[src/rtl/uart_pkg.sv]
// Shared constants for the memory-mapped UART transmitter: register offsets,
// STATUS bit positions and the transmit FSM state type.
package uart_pkg;

    localparam logic [1:0] TXDATA_OFF = 2'd0;
    localparam logic [1:0] STATUS_OFF = 2'd1;
    localparam logic [1:0] IER_OFF    = 2'd2;

    localparam int ST_FULL  = 0;
    localparam int ST_EMPTY = 1;
    localparam int ST_BUSY  = 2;
    localparam int ST_OVF   = 3;

    typedef enum logic [1:0] {IDLE, START, DATA, STOP} uart_state_e;

endpackage

[src/rtl/sync_fifo.sv]
// First-word-fall-through synchronous FIFO. A push while full is accepted only
// when a pop frees a slot in the same cycle; a pop while empty is ignored.
module sync_fifo #(
    parameter int WIDTH = 8,
    parameter int DEPTH = 8
) (
    input  logic             clk,
    input  logic             rst,
    input  logic             push,
    input  logic             pop,
    input  logic [WIDTH-1:0] din,
    output logic [WIDTH-1:0] dout,
    output logic             full,
    output logic             empty
);
    localparam int AW = $clog2(DEPTH);
    localparam int CW = AW + 1;

    logic [WIDTH-1:0] mem [DEPTH];
    logic [AW-1:0]    rd_ptr;
    logic [AW-1:0]    wr_ptr;
    logic [CW-1:0]    count;
    logic             do_push;
    logic             do_pop;

    assign empty   = (count == '0);
    assign full    = (count == CW'(DEPTH));
    assign do_pop  = pop & ~empty;
    assign do_push = push & (~full | do_pop);
    assign dout    = mem[rd_ptr];

    always_ff @(posedge clk or negedge rst) begin
        if (!rst) begin
            rd_ptr <= '0;
            wr_ptr <= '0;
            count  <= '0;
        end else begin
            if (do_push) wr_ptr <= wr_ptr + 1'b1;
            if (do_pop)  rd_ptr <= rd_ptr + 1'b1;
            case ({do_push, do_pop})
                2'b10:   count <= count + 1'b1;
                2'b01:   count <= count - 1'b1;
                default: count <= count;
            endcase
        end
    end

    always_ff @(posedge clk) begin
        if (do_push) mem[wr_ptr] <= din;
    end

endmodule

[src/rtl/mmio_uart_tx.sv]
// Memory-mapped 8N1 UART transmitter for the core's data bus: combinational
// register reads, buffered TXDATA writes. Optional IER/irq via UART_TX_IRQ_EN.
module mmio_uart_tx
    import uart_pkg::*;
#(
    parameter logic [31:0] BASE_ADDR  = 32'h8000_0000,
    parameter int          CLK_DIV    = 4,
    parameter int          FIFO_DEPTH = 8
) (
    input  logic        clk,
    input  logic        rst,
    input  logic [31:0] addr,
    input  logic [31:0] wdata,
    input  logic        we,
    input  logic        re,
    output logic [31:0] rdata,
    output logic        tx
`ifdef UART_TX_IRQ_EN
    ,
    output logic        irq
`endif
);
    localparam int BW = $clog2(CLK_DIV);
    localparam logic [BW-1:0] BAUD_LAST = BW'(CLK_DIV - 1);

    uart_state_e state;
    logic [BW-1:0] baud;
    logic [2:0]    bit_idx;
    logic [7:0]    shift_reg;
    logic          overflow;

    logic          hit;
    logic [1:0]    off;
    logic          txdata_wr;
    logic          status_wr;
    logic          fifo_full;
    logic          fifo_empty;
    logic [7:0]    fifo_dout;
    logic          pop;
    logic          tick;
    logic          busy;
    logic          unused_bits;

    assign hit         = (addr[31:4] == BASE_ADDR[31:4]);
    assign off         = addr[3:2];
    assign txdata_wr   = we & hit & (off == TXDATA_OFF);
    assign status_wr   = we & hit & (off == STATUS_OFF);
    assign tick        = (baud == BAUD_LAST);
    assign busy        = (state != IDLE);
    assign unused_bits = ^{addr[1:0], wdata[31:8]};

    // A byte leaves the FIFO either from IDLE or at the end of a stop bit,
    // which is what lets queued frames run with no idle gap.
    assign pop = ~fifo_empty & ((state == IDLE) | ((state == STOP) & tick));

    sync_fifo #(
        .WIDTH (8),
        .DEPTH (FIFO_DEPTH)
    ) u_fifo (
        .clk   (clk),
        .rst   (rst),
        .push  (txdata_wr),
        .pop   (pop),
        .din   (wdata[7:0]),
        .dout  (fifo_dout),
        .full  (fifo_full),
        .empty (fifo_empty)
    );

    always_ff @(posedge clk or negedge rst) begin
        if (!rst) begin
            state     <= IDLE;
            baud      <= '0;
            bit_idx   <= '0;
            shift_reg <= '0;
            tx        <= 1'b1;
        end else begin
            if (state == IDLE || tick) baud <= '0;
            else                       baud <= baud + 1'b1;

            case (state)
                IDLE: if (pop) begin
                    shift_reg <= fifo_dout;
                    state     <= START;
                    tx        <= 1'b0;
                end
                START: if (tick) begin
                    state   <= DATA;
                    bit_idx <= '0;
                    tx      <= shift_reg[0];
                end
                DATA: if (tick) begin
                    if (bit_idx == 3'd7) begin
                        state <= STOP;
                        tx    <= 1'b1;
                    end else begin
                        bit_idx   <= bit_idx + 3'd1;
                        shift_reg <= shift_reg >> 1;
                        tx        <= shift_reg[1];
                    end
                end
                STOP: if (tick) begin
                    if (pop) begin
                        shift_reg <= fifo_dout;
                        state     <= START;
                        tx        <= 1'b0;
                    end else begin
                        state <= IDLE;
                        tx    <= 1'b1;
                    end
                end
                default: state <= IDLE;
            endcase
        end
    end

    // A drop and a software clear in the same cycle keep the flag set.
    always_ff @(posedge clk or negedge rst) begin
        if (!rst)                                overflow <= 1'b0;
        else if (txdata_wr & fifo_full & ~pop)   overflow <= 1'b1;
        else if (status_wr & wdata[3])           overflow <= 1'b0;
    end

`ifdef UART_TX_IRQ_EN
    logic ier;

    always_ff @(posedge clk or negedge rst) begin
        if (!rst) begin
            ier <= 1'b0;
            irq <= 1'b0;
        end else begin
            if (we & hit & (off == IER_OFF)) ier <= wdata[0];
            irq <= ier & fifo_empty & ~busy;
        end
    end
`endif

    always_comb begin
        rdata = '0;
        if (re && hit) begin
            case (off)
                STATUS_OFF: begin
                    rdata[ST_FULL]  = fifo_full;
                    rdata[ST_EMPTY] = fifo_empty;
                    rdata[ST_BUSY]  = busy;
                    rdata[ST_OVF]   = overflow;
                end
`ifdef UART_TX_IRQ_EN
                IER_OFF: rdata[0] = ier;
`endif
                default: rdata = '0;
            endcase
        end
    end

endmodule
[config.mk]
export PLATFORM = sky130hd
export DESIGN_NAME = mmio_uart_tx
export DESIGN_NICKNAME = d
export VERILOG_FILES = /design/src/rtl/uart_pkg.sv /design/src/rtl/sync_fifo.sv /design/src/rtl/mmio_uart_tx.sv
export SDC_FILE = /design/constraint.sdc
export NUM_CORES = 1
export LEC_CHECK = 0
export ABC_AREA = 1
export CAP_MARGIN = 10
export CORE_UTILIZATION = 51
export DETAILED_ROUTE_END_ITERATION = 12
export PLACE_DENSITY = 0.87
export SLEW_MARGIN = 5
export SYNTH_ARGS = -nofsm -noshare
export SYNTH_HDL_FRONTEND = slang
export SYNTH_HIERARCHICAL = 1
export SYNTH_SLANG_ARGS = --single-unit
[constraint.sdc]
create_clock -name clk -period 3.23 [get_ports clk]
set_clock_uncertainty 0.1 [all_clocks]
set_input_delay 0.646 -clock clk [delete_from_list [all_inputs] [get_ports clk]]
set_output_delay 0.646 -clock clk [all_outputs]
set_load 0.05 [all_outputs]
==> flow_summary.ini <==
[cells_and_area]
drive_gt1_share_pct = 10.5
antenna_cells = 0
largest_register_ffs = 64
num-fill-cells = 604
layout.nets = 590
areaGrowthSynthToFinish_pct = 17.2

[timing]
setup_viol = 0
finalMaxSlewViolations = 0
tns_ps = 0
period_share_pct = 93.3
relSlewSlack_pct = 29.8
hold_viol = 0
rsz0062_at_grt = no
clock.fmax_ghz = 0.332
worst_pin_slew_ps = 1050
holdWs_ps = 357
fin_crit_ps = 3010

[hold_path]
hold_end = baud[0]
holdPathStages = 1
worstHoldStart = baud[0]
hold_path_class = reg -> reg

[outcome]
status = completed

[global_route]
antenna_found_initial = 0
first_global_vias = 3195
globalRouteTotalUtil_pct = 23.2
grt_overflow = 0
grt_pass1_wl_um = 15600
grt_max_degree = 35

[clock_tree]
path_clk_slew_ps = 80
cts_tree = built
clockBufferDepth = 2
ctsResizeCount = 0
cts_hold_buf = 0
numCtsBuffers = 9
cts_max_level = 3
root_buffer = clkbuf_8
clock_latency_ps = 360
cts_setup_buffers = 0
cts.sinks = 91

[floorplanning]
dieArea_um2 = 9210
pin_count = 101
core_area_um2 = 8380
rows = 33
fp.dieW_um = 96.0
start_util_pct = 53.7
die_h_um = 96.0

[critical_path]
path_cells = clkdlybuf4s50_1 -> or2_0 -> nor2_1 -> nand2_1 -> nor2_2 -> nand2_1 -> nor3_1 -> buf_12
cpMostUsedCell = nand2_1
r2r_end = u_fifo/count[3]
critPathKind = in -> out
slowest_stage = clkdlybuf4s50_1
timing.rr.start = state[1]
startpoint_type = input port
max_stage_delay_ps = 390
rrSetupSlack_ps = 660
rr_worst_depth = 13
path_delay_family = simple AND/OR/NAND/NOR gates
path_buf_inv = 2
worst_ep_arrival_time_ps = 2270
path_max_fanout = 4
worstSetupPathDepth = 8
critPathCaptureType = primary output
required_ps = 2480

[detailed_routing]
vias_per_cell = 5.38
drcViolationCount = 0
routedWlPerCell_um = 15.7
wl_um = 9710
antenna_left = 0
dr_total_vias = 3328
first_pass_iters = 5
first_iter_violations = 228

[synth]
synthArstFlopShare_pct = 29.7
yosys.area.top_type_share_pct = 42.7
post_synth_inst_count = 449
yosysWarnings = 6
synth.top_cells.by_area = edfxtp_1, dfrtp_1, nand2_1
syn_area_um2 = 4500
synth-main-ff-cell = edfxtp_1
synth_edf_count = 64
yosysUniqueCellTypes = 39
yosysSeqAreaShare_pct = 57.7
ys_ff_latch = 91
synth.avg_cell_area_um2 = 10.0
synth_top_area_cell = edfxtp_1

[flow_run]
maxCapViolCount = 0

[placed_design]
gp_congestion = 0.795
dp_hpwl_um = 6520
port_buffers = 46

[power]
irDropWorstVdd_uv = 243
p_leak_uw = 0.00213
power_density_nw_per_um2 = 416
[worst max-delay path by stage]
stage                        start               to
after CTS                 addr[29]         rdata[2]
final                     addr[29]         rdata[2]
after global routing      addr[29]         rdata[2]
after global placement    addr[29]  u_fifo/count[3]
after detailed placement  addr[29]  u_fifo/count[3]
after floorplan           addr[29]         rdata[0]
[power by group]
part	leakage, uW	internal (uW)	switching (uW)
Combinational	0.00113	47.2	99.1
Clock	0.0000994	425	376
Sequential	0.000902	1250	0.0000243
Total	0.00213	1720	475
[layer usage]
| metal | global-route usage, % | up-vias | share of wire, % |
|---|---|---|---|
| met5 | 0 | - | 0 |
| met2 | 40.0 | 166 | 52 |
| met4 | 8.96 | 0 | 2.4 |
| met3 | 5.77 | 28 | 7.2 |
| met1 | 28.0 | 1568 | 38 |
| li1 | - | 1566 | - |
[cells in the final DEF, fill, tap and decap left out, drive strengths merged, types with 14 or more instances in the layout]
master,synthesis,final
dfrtp,26,26
edfxtp,64,64
nor2,67,67
o21ai,45,45
clkdlybuf4s50,0,42
nand2,107,107
inv,28,28
nand3,14,14
conb,1,28
buf,39,19
[metrics by stage]
step / power, uW / instances / utilization [%] / setup slack, ps / area, um^2
detailed placement: 1420 / 603 / 60.5 / 114 / 5070
CTS: 2210 / 619 / 63.0 / 241 / 5280
global placement: 1420 / 603 / 60.5 / 198 / 5070
floorplan: 1380 / 476 / - / 198 / 4600
finish: 2200 / 619 / 63.0 / 217 / 5280
global route: 2270 / 619 / 63.0 / 83.6 / 5280
[logic make-up (layout without fill, tap and decap cells)]
family	after synthesis	in the layout	synth area share, %
and+or+nand+nor	201	201	19.1
DFF	91	91	57.7
buffers and inverters	69	107	8.81
AOI/OAI and AO/OA	60	60	7.50
adders and majority gates	13	13	3.78
muxes	9	9	2.03
xor gates and xnor gates	5	5	0.973
other	1	28	0.0833
[cell type report]
class | count | area, um^2 | area share (%)
multi-input cells | 316 | 1610 | 30.5
well taps | 105 | 131 | 2.49
clock buffers | 9 | 124 | 2.35
repair buffers | 61 | 613 | 11.6
inverters | 30 | 120 | 2.28
clock inverters | 7 | 82.6 | 1.56
flip-flops and latches | 91 | 2600 | 49.2
[cells in the mapped netlist, types with 2 or more instances]
| library cell | count |
|---|---|
| buf_2 | 8 |
| dfrtp_1 | 26 |
| edfxtp_1 | 64 |
| inv_2 | 2 |
| nand2_2 | 5 |
| buf_4 | 30 |
| o22ai_1 | 8 |
| nand2_4 | 3 |
| o21ai_1 | 12 |
| nand2_1 | 99 |
| a21oi_1 | 3 |
| nor2_2 | 2 |
| nor2_1 | 65 |
| a32o_1 | 2 |
| nor3_2 | 2 |
| xor2_1 | 4 |
| nand3_2 | 2 |
| inv_1 | 25 |
| nand3_1 | 12 |
| ha_1 | 12 |
| o21ai_0 | 32 |
| nor3_1 | 7 |
| mux2i_1 | 8 |
No activity file was read; power rests on OpenSTA's default activity.
